<file path="config.mk">
export PLATFORM = sky130hd
export DESIGN_NAME = ssd_mux_n
export DESIGN_NICKNAME = d
export VERILOG_FILES = /design/src/rtl/ssd_mux_n.sv
export SDC_FILE = /design/constraint.sdc
export NUM_CORES = 1
export LEC_CHECK = 0
export CORE_UTILIZATION = 40
export DETAILED_ROUTE_END_ITERATION = 12
export GPL_ROUTABILITY_DRIVEN = 0
export MAX_ROUTING_LAYER = met4
export PLACE_DENSITY = 0.72
export SYNTH_ARGS = -nofsm -noshare
export SYNTH_HDL_FRONTEND = slang
export SYNTH_SLANG_ARGS = --single-unit
</file>
<file path="constraint.sdc">
create_clock -name clk -period 2.65 [get_ports clk]
set_input_delay 0.53 -clock clk [delete_from_list [all_inputs] [get_ports clk]]
set_output_delay 0.53 -clock clk [all_outputs]
set_load 0.01 [all_outputs]
</file>
<file path="src/rtl/ssd_mux_n.sv">
// N-digit seven-segment multiplexer: refresh divider, anti-ghost blanking, glyph decode, frame-coherent loading.
// All outputs registered (1-cycle latency from counter state); no backpressure, load is a fire-and-forget strobe.
module ssd_mux_n #(
    parameter int NUM_DIGITS   = 2,
    parameter int CLK_HZ       = 100_000_000,
    parameter int REFRESH_HZ   = 60,
    parameter int BLANK_CYCLES = 2,
    parameter int SIMULATE     = 1
) (
    input  logic                    clk,
    input  logic                    reset,
    input  logic                    en,
    input  logic                    lzb,
    input  logic                    load,
    input  logic [5*NUM_DIGITS-1:0] digits_in,
    output logic [6:0]              seg,
    output logic [NUM_DIGITS-1:0]   dig_sel,
    output logic                    ssd_c,
    output logic                    frame_done,
    output logic                    load_ack
);

    localparam int SLOT = (SIMULATE != 0) ? 4 : CLK_HZ / (REFRESH_HZ * NUM_DIGITS);
    localparam int TW   = (SLOT > 1) ? $clog2(SLOT) : 1;
    localparam int IW   = $clog2(NUM_DIGITS);

    generate
        if (SLOT <= BLANK_CYCLES) begin : g_bad_slot
            $error("ssd_mux_n: digit slot must be longer than BLANK_CYCLES");
        end
        if (NUM_DIGITS < 2 || NUM_DIGITS > 8) begin : g_bad_digits
            $error("ssd_mux_n: NUM_DIGITS must be 2..8");
        end
    endgenerate

    logic [TW-1:0]              tick;
    logic [IW-1:0]              idx;
    logic [5*NUM_DIGITS-1:0]    pending;
    logic [5*NUM_DIGITS-1:0]    active;
    logic                       pend_flag;

    logic                       boundary;
    logic                       xfer;
    logic [4:0]                 cur_code;
    logic [NUM_DIGITS-1:0]      sup;
    logic [6:0]                 drive_seg;

    function automatic logic [6:0] glyph(input logic [4:0] c);
        case (c)
            5'h00: glyph = 7'b1111110;
            5'h01: glyph = 7'b0110000;
            5'h02: glyph = 7'b1101101;
            5'h03: glyph = 7'b1111001;
            5'h04: glyph = 7'b0110011;
            5'h05: glyph = 7'b1011011;
            5'h06: glyph = 7'b1011111;
            5'h07: glyph = 7'b1110000;
            5'h08: glyph = 7'b1111111;
            5'h09: glyph = 7'b1111011;
            5'h0A: glyph = 7'b1110111;
            5'h0B: glyph = 7'b0011111;
            5'h0C: glyph = 7'b1001110;
            5'h0D: glyph = 7'b0111101;
            5'h0E: glyph = 7'b1001111;
            5'h0F: glyph = 7'b1000111;
            5'h11: glyph = 7'b0000001;
            5'h12: glyph = 7'b0110111;
            5'h13: glyph = 7'b0001110;
            5'h14: glyph = 7'b1100111;
            default: glyph = 7'b0000000;
        endcase
    endfunction

    // A zero is suppressed only while every more-significant digit is zero or blank.
    always_comb begin : lz_blank
        logic       hi_empty;
        logic [4:0] code;
        sup      = '0;
        hi_empty = 1'b1;
        for (int k = NUM_DIGITS - 1; k >= 0; k--) begin
            code   = active[5*k +: 5];
            sup[k] = lzb && (k != 0) && (code == 5'h00) && hi_empty;
            hi_empty = hi_empty && ((code == 5'h00) || (code == 5'h10));
        end
    end

    always_comb begin
        boundary  = (tick == TW'(SLOT - 1)) && (idx == IW'(NUM_DIGITS - 1));
        // With the display off there is no frame to wait for, so pending lands immediately.
        xfer      = pend_flag && (en ? boundary : 1'b1);
        cur_code  = active[idx*5 +: 5];
        drive_seg = 7'b0000000;
        if (tick >= TW'(BLANK_CYCLES) && !sup[idx])
            drive_seg = glyph(cur_code);
    end

    always_ff @(posedge clk or negedge reset) begin
        if (!reset) begin
            tick       <= '0;
            idx        <= '0;
            seg        <= '0;
            dig_sel    <= '0;
            ssd_c      <= 1'b0;
            frame_done <= 1'b0;
            load_ack   <= 1'b0;
            pending    <= '0;
            pend_flag  <= 1'b0;
            active     <= {NUM_DIGITS{5'h10}};
        end else begin
            frame_done <= en && boundary;
            load_ack   <= xfer;
            if (en) begin
                seg     <= drive_seg;
                dig_sel <= {{(NUM_DIGITS-1){1'b0}}, 1'b1} << idx;
                ssd_c   <= (idx == '0);
                if (tick == TW'(SLOT - 1)) begin
                    tick <= '0;
                    idx  <= (idx == IW'(NUM_DIGITS - 1)) ? '0 : idx + 1'b1;
                end else begin
                    tick <= tick + 1'b1;
                end
            end else begin
                seg     <= '0;
                dig_sel <= '0;
                ssd_c   <= 1'b0;
                tick    <= '0;
                idx     <= '0;
            end
            if (xfer) begin
                active    <= pending;
                pend_flag <= 1'b0;
            end
            // A load on the transfer cycle re-arms the flag for the following frame.
            if (load) begin
                pending   <= digits_in;
                pend_flag <= 1'b1;
            end
        end
    end

endmodule

</file>
==> flow_metrics.py <==
metrics = {
    "route": {
        "vias_per_cell": 5.54,
        "ant_nets": 0,
        "drc": 0,
        "routedWlPerCell_um": 15.1,
        "vias": 1274,
        "drt_pass1_iterations": 4,
        "routed_wl_um": 3460,
        "drt-initial-drc-count": 60,
    },
    "logic_synthesis": {
        "synth.distinct_cells": 46,
        "async_flop_share_pct": 100,
        "syn-cell-area_um2": 1850,
        "synth-main-ff-cell": "dfrtp_1",
        "synth_top_cell_area_share_pct": 44.6,
        "syn_avg_cell_area_um2": 12.5,
        "synth_area_leaders": "dfrtp_1, mux2_2, ha_1, a211oi_1, dfstp_2",
        "ys_warn_count": 0,
        "yosys.area.top_type": "dfrtp_1",
        "synth_cells": 148,
        "ys_seq_elements": 35,
        "synth-seq-area-share_pct": 47.4,
        "synth_edf_count": 0,
        "synthesis.nets": 172,
    },
    "floorplanning": {
        "die_x_um": 70.1,
        "die_h_um": 70.1,
        "boundaryPins": 27,
        "std_cell_rows": 24,
        "dieArea_um2": 4910,
        "initial_core_util_pct": 42.0,
        "coreArea_um2": 4410,
    },
    "setup_path": {
        "rr_startpoint": "idx",
        "worstSetupPathType": "reg -> reg",
        "worstPathArrival_ns": 2.43,
        "reg2regPathDepth": 6,
        "rrSetupSlack_ns": 0.41,
        "path_max_fanout": 9,
        "r2r_end": "seg[2]",
        "required_ns": 2.84,
        "cp-end-kind": "flop",
        "start_kind": "flop",
    },
    "power_and_ir_drop": {
        "ir_worst_vdd_v": 0.000368,
        "leakage_nw": 0.942,
        "p_switching_mw": 0.512,
        "power_frac_comb_pct": 29.9,
        "swShare_pct": 32.4,
        "power_frac_clock_pct": 27.4,
        "seqPwrFrac_pct": 42.8,
        "p_int_mw": 1.07,
        "power_mw": 1.58,
        "p_per_area_nw_per_um2": 700,
    },
    "sta": {
        "min_period_over_period_pct": 84.5,
        "rsz0062_at_grt": "false",
        "hold_violations": 0,
        "max-slew-margin-rel_pct": 61.1,
        "drv_slew": 0,
        "setup_tns_ns": 0,
        "fin_skew_ns": 0.00370,
        "final_period_minus_worst_setup_slack_ns": 2.24,
        "setup_viol": 0,
        "max_freq_mhz": 447,
        "tightest_slew_ns": 0.572,
    },
    "global_route": {
        "grt_max_degree": 36,
        "grt_pass1_vias": 1274,
        "antenna_found_initial": 0,
        "grt_use_total_pct": 16.2,
        "grt_pass1_wl_um": 5990,
        "grt-ovfl-total": 0,
    },
    "clock_network": {
        "root_buffer": "clkbuf_8",
        "clock_latency_ns": 0.29,
        "clock-sinks": 35,
        "cts_setup_buffers": 0,
        "cts_buffer_depth": 2,
        "cts_buffers": 5,
        "tritoncts": "yes",
        "hold_buffers": 0,
        "cts.reportedPaths.clkPinSlew_ns": 0.07,
        "h-tree-depth": 2,
        "cts-resized-gates": 0,
    },
    "cells_and_area": {
        "antenna_cells": 0,
        "area_growth_pct": 21.6,
        "final_nets": 201,
        "drive_gt1_share_pct": 24.7,
    },
    "outcome": {
        "status": "completed",
    },
    "worst_hold_path": {
        "min_to": "tick[0]",
        "hold_path_depth": 1,
        "hold_path.class": "reg -> reg",
        "min_from": "tick[0]",
    },
    "job": {
        "maxCapViolCount": 0,
    },
    "placement": {
        "io_buffers": 26,
        "dp_hpwl_um": 2600,
    },
}
## synthesized netlist by cell type, types with 3 or more instances
library cell and instances:
dfrtp_1 33, mux2_2 21, ha_1 9, inv_1 8, a211oi_1 7, a21oi_1 6, nand2_1 5, and2_1 3
mux2i_1 3, mux2i_2 3, nor2_1 3, nor2b_1 3, o21ai_0 3
## worst max-delay path: stages (launching register included)
cell      delay, ns
dfrtp_1        0.56
mux2i_2        0.46
ha_1           0.31
inv_1          0.09
a221oi_1       0.33
a21oi_1        0.14
a211oi_1       0.25
## worst max-delay path by stage
stage	startpoint	end	slack (ns)	cells past startpoint
3_3_place_gp	en	active[2]	0.46	4
5_1_grt	idx	seg[3]	0.27	7
4_1_cts	idx	seg[2]	0.45	6
3_5_place_dp	en	active[6]	0.36	4
6_report	idx	seg[2]	0.41	6
2_1_floorplan	idx	seg[3]	0.69	8
## placed cells by master, fill, tap and decap left out, types with 2 or more instances in the layout
master	instances
and2_1	3
o21ai_0	3
dfrtp_1	33
nor2_1	3
o211ai_1	2
mux2i_1	3
nor3_1	2
clkdlybuf4s50_1	26
nor3b_1	2
ha_1	9
buf_4	3
a211oi_1	7
clkbuf_8	7
nor2b_1	3
mux2i_2	3
dfstp_2	2
mux2_2	21
a21oi_1	6
nand2_1	5
inv_1	8
nand2b_1	2
## power by group through the flow
stage / combinational [mW] / clock (mW) / sequential (mW)
after floorplan: 0.342 / 0 / 0.666
after global placement: 0.453 / 0 / 0.680
after detailed placement: 0.468 / 0 / 0.685
after CTS: 0.469 / 0.443 / 0.675
after global routing: 0.514 / 0.467 / 0.685
final: 0.471 / 0.431 / 0.674
## kinds of logic (layout without fill, tap and decap cells)
logic type / after synthesis / in the layout / synth area share (%)
AND/OR/NAND/NOR: 24 / 24 / 7.09
flip-flops: 35 / 35 / 47.4
adder cells (fa/ha/maj): 9 / 9 / 6.08
XOR/XNOR: 1 / 1 / 0.473
AO/OA/AOI/OAI: 35 / 35 / 17.2
multiplexers: 28 / 28 / 17.2
buffers and inverters: 16 / 46 / 4.59
## metrics by stage
step                      cell area, um^2  hold slack (ns)  util (%)  instances  setup slack (ns)
final                                2250            0.480      51.0        230             0.412
after global routing                 2250            0.495      51.0        230             0.271
after CTS                            2250            0.482      51.0        230             0.453
after detailed placement             2150            0.473      48.7        222             0.363
after global placement               2150            0.448      48.7        222             0.455
after floorplan                      1850            0.234         -        148             0.694
## state kept, by name, summed over array words and instances, names as in the netlist, 2 cells and up
signal / flops
seg: 7
active: 10
pending: 10
tick: 2
## layer usage
layer	wire length, um	track usage [%]
met1	1490	18.5
met2	1760	26.5
met3	139	4.62
met4	72	6.89
met5	0	-
## final cells by class
cell class                 count  area [um^2]
fill                         379         2160
multi-input combinational     97          890
sequential                    35          878
timing repair buffer          29          283
clock buffer                   7         96.3
tap                           52         65.1
inverter                       9         33.8
clock inverter                 1         7.51
No activity file was read; power rests on OpenSTA's default activity.
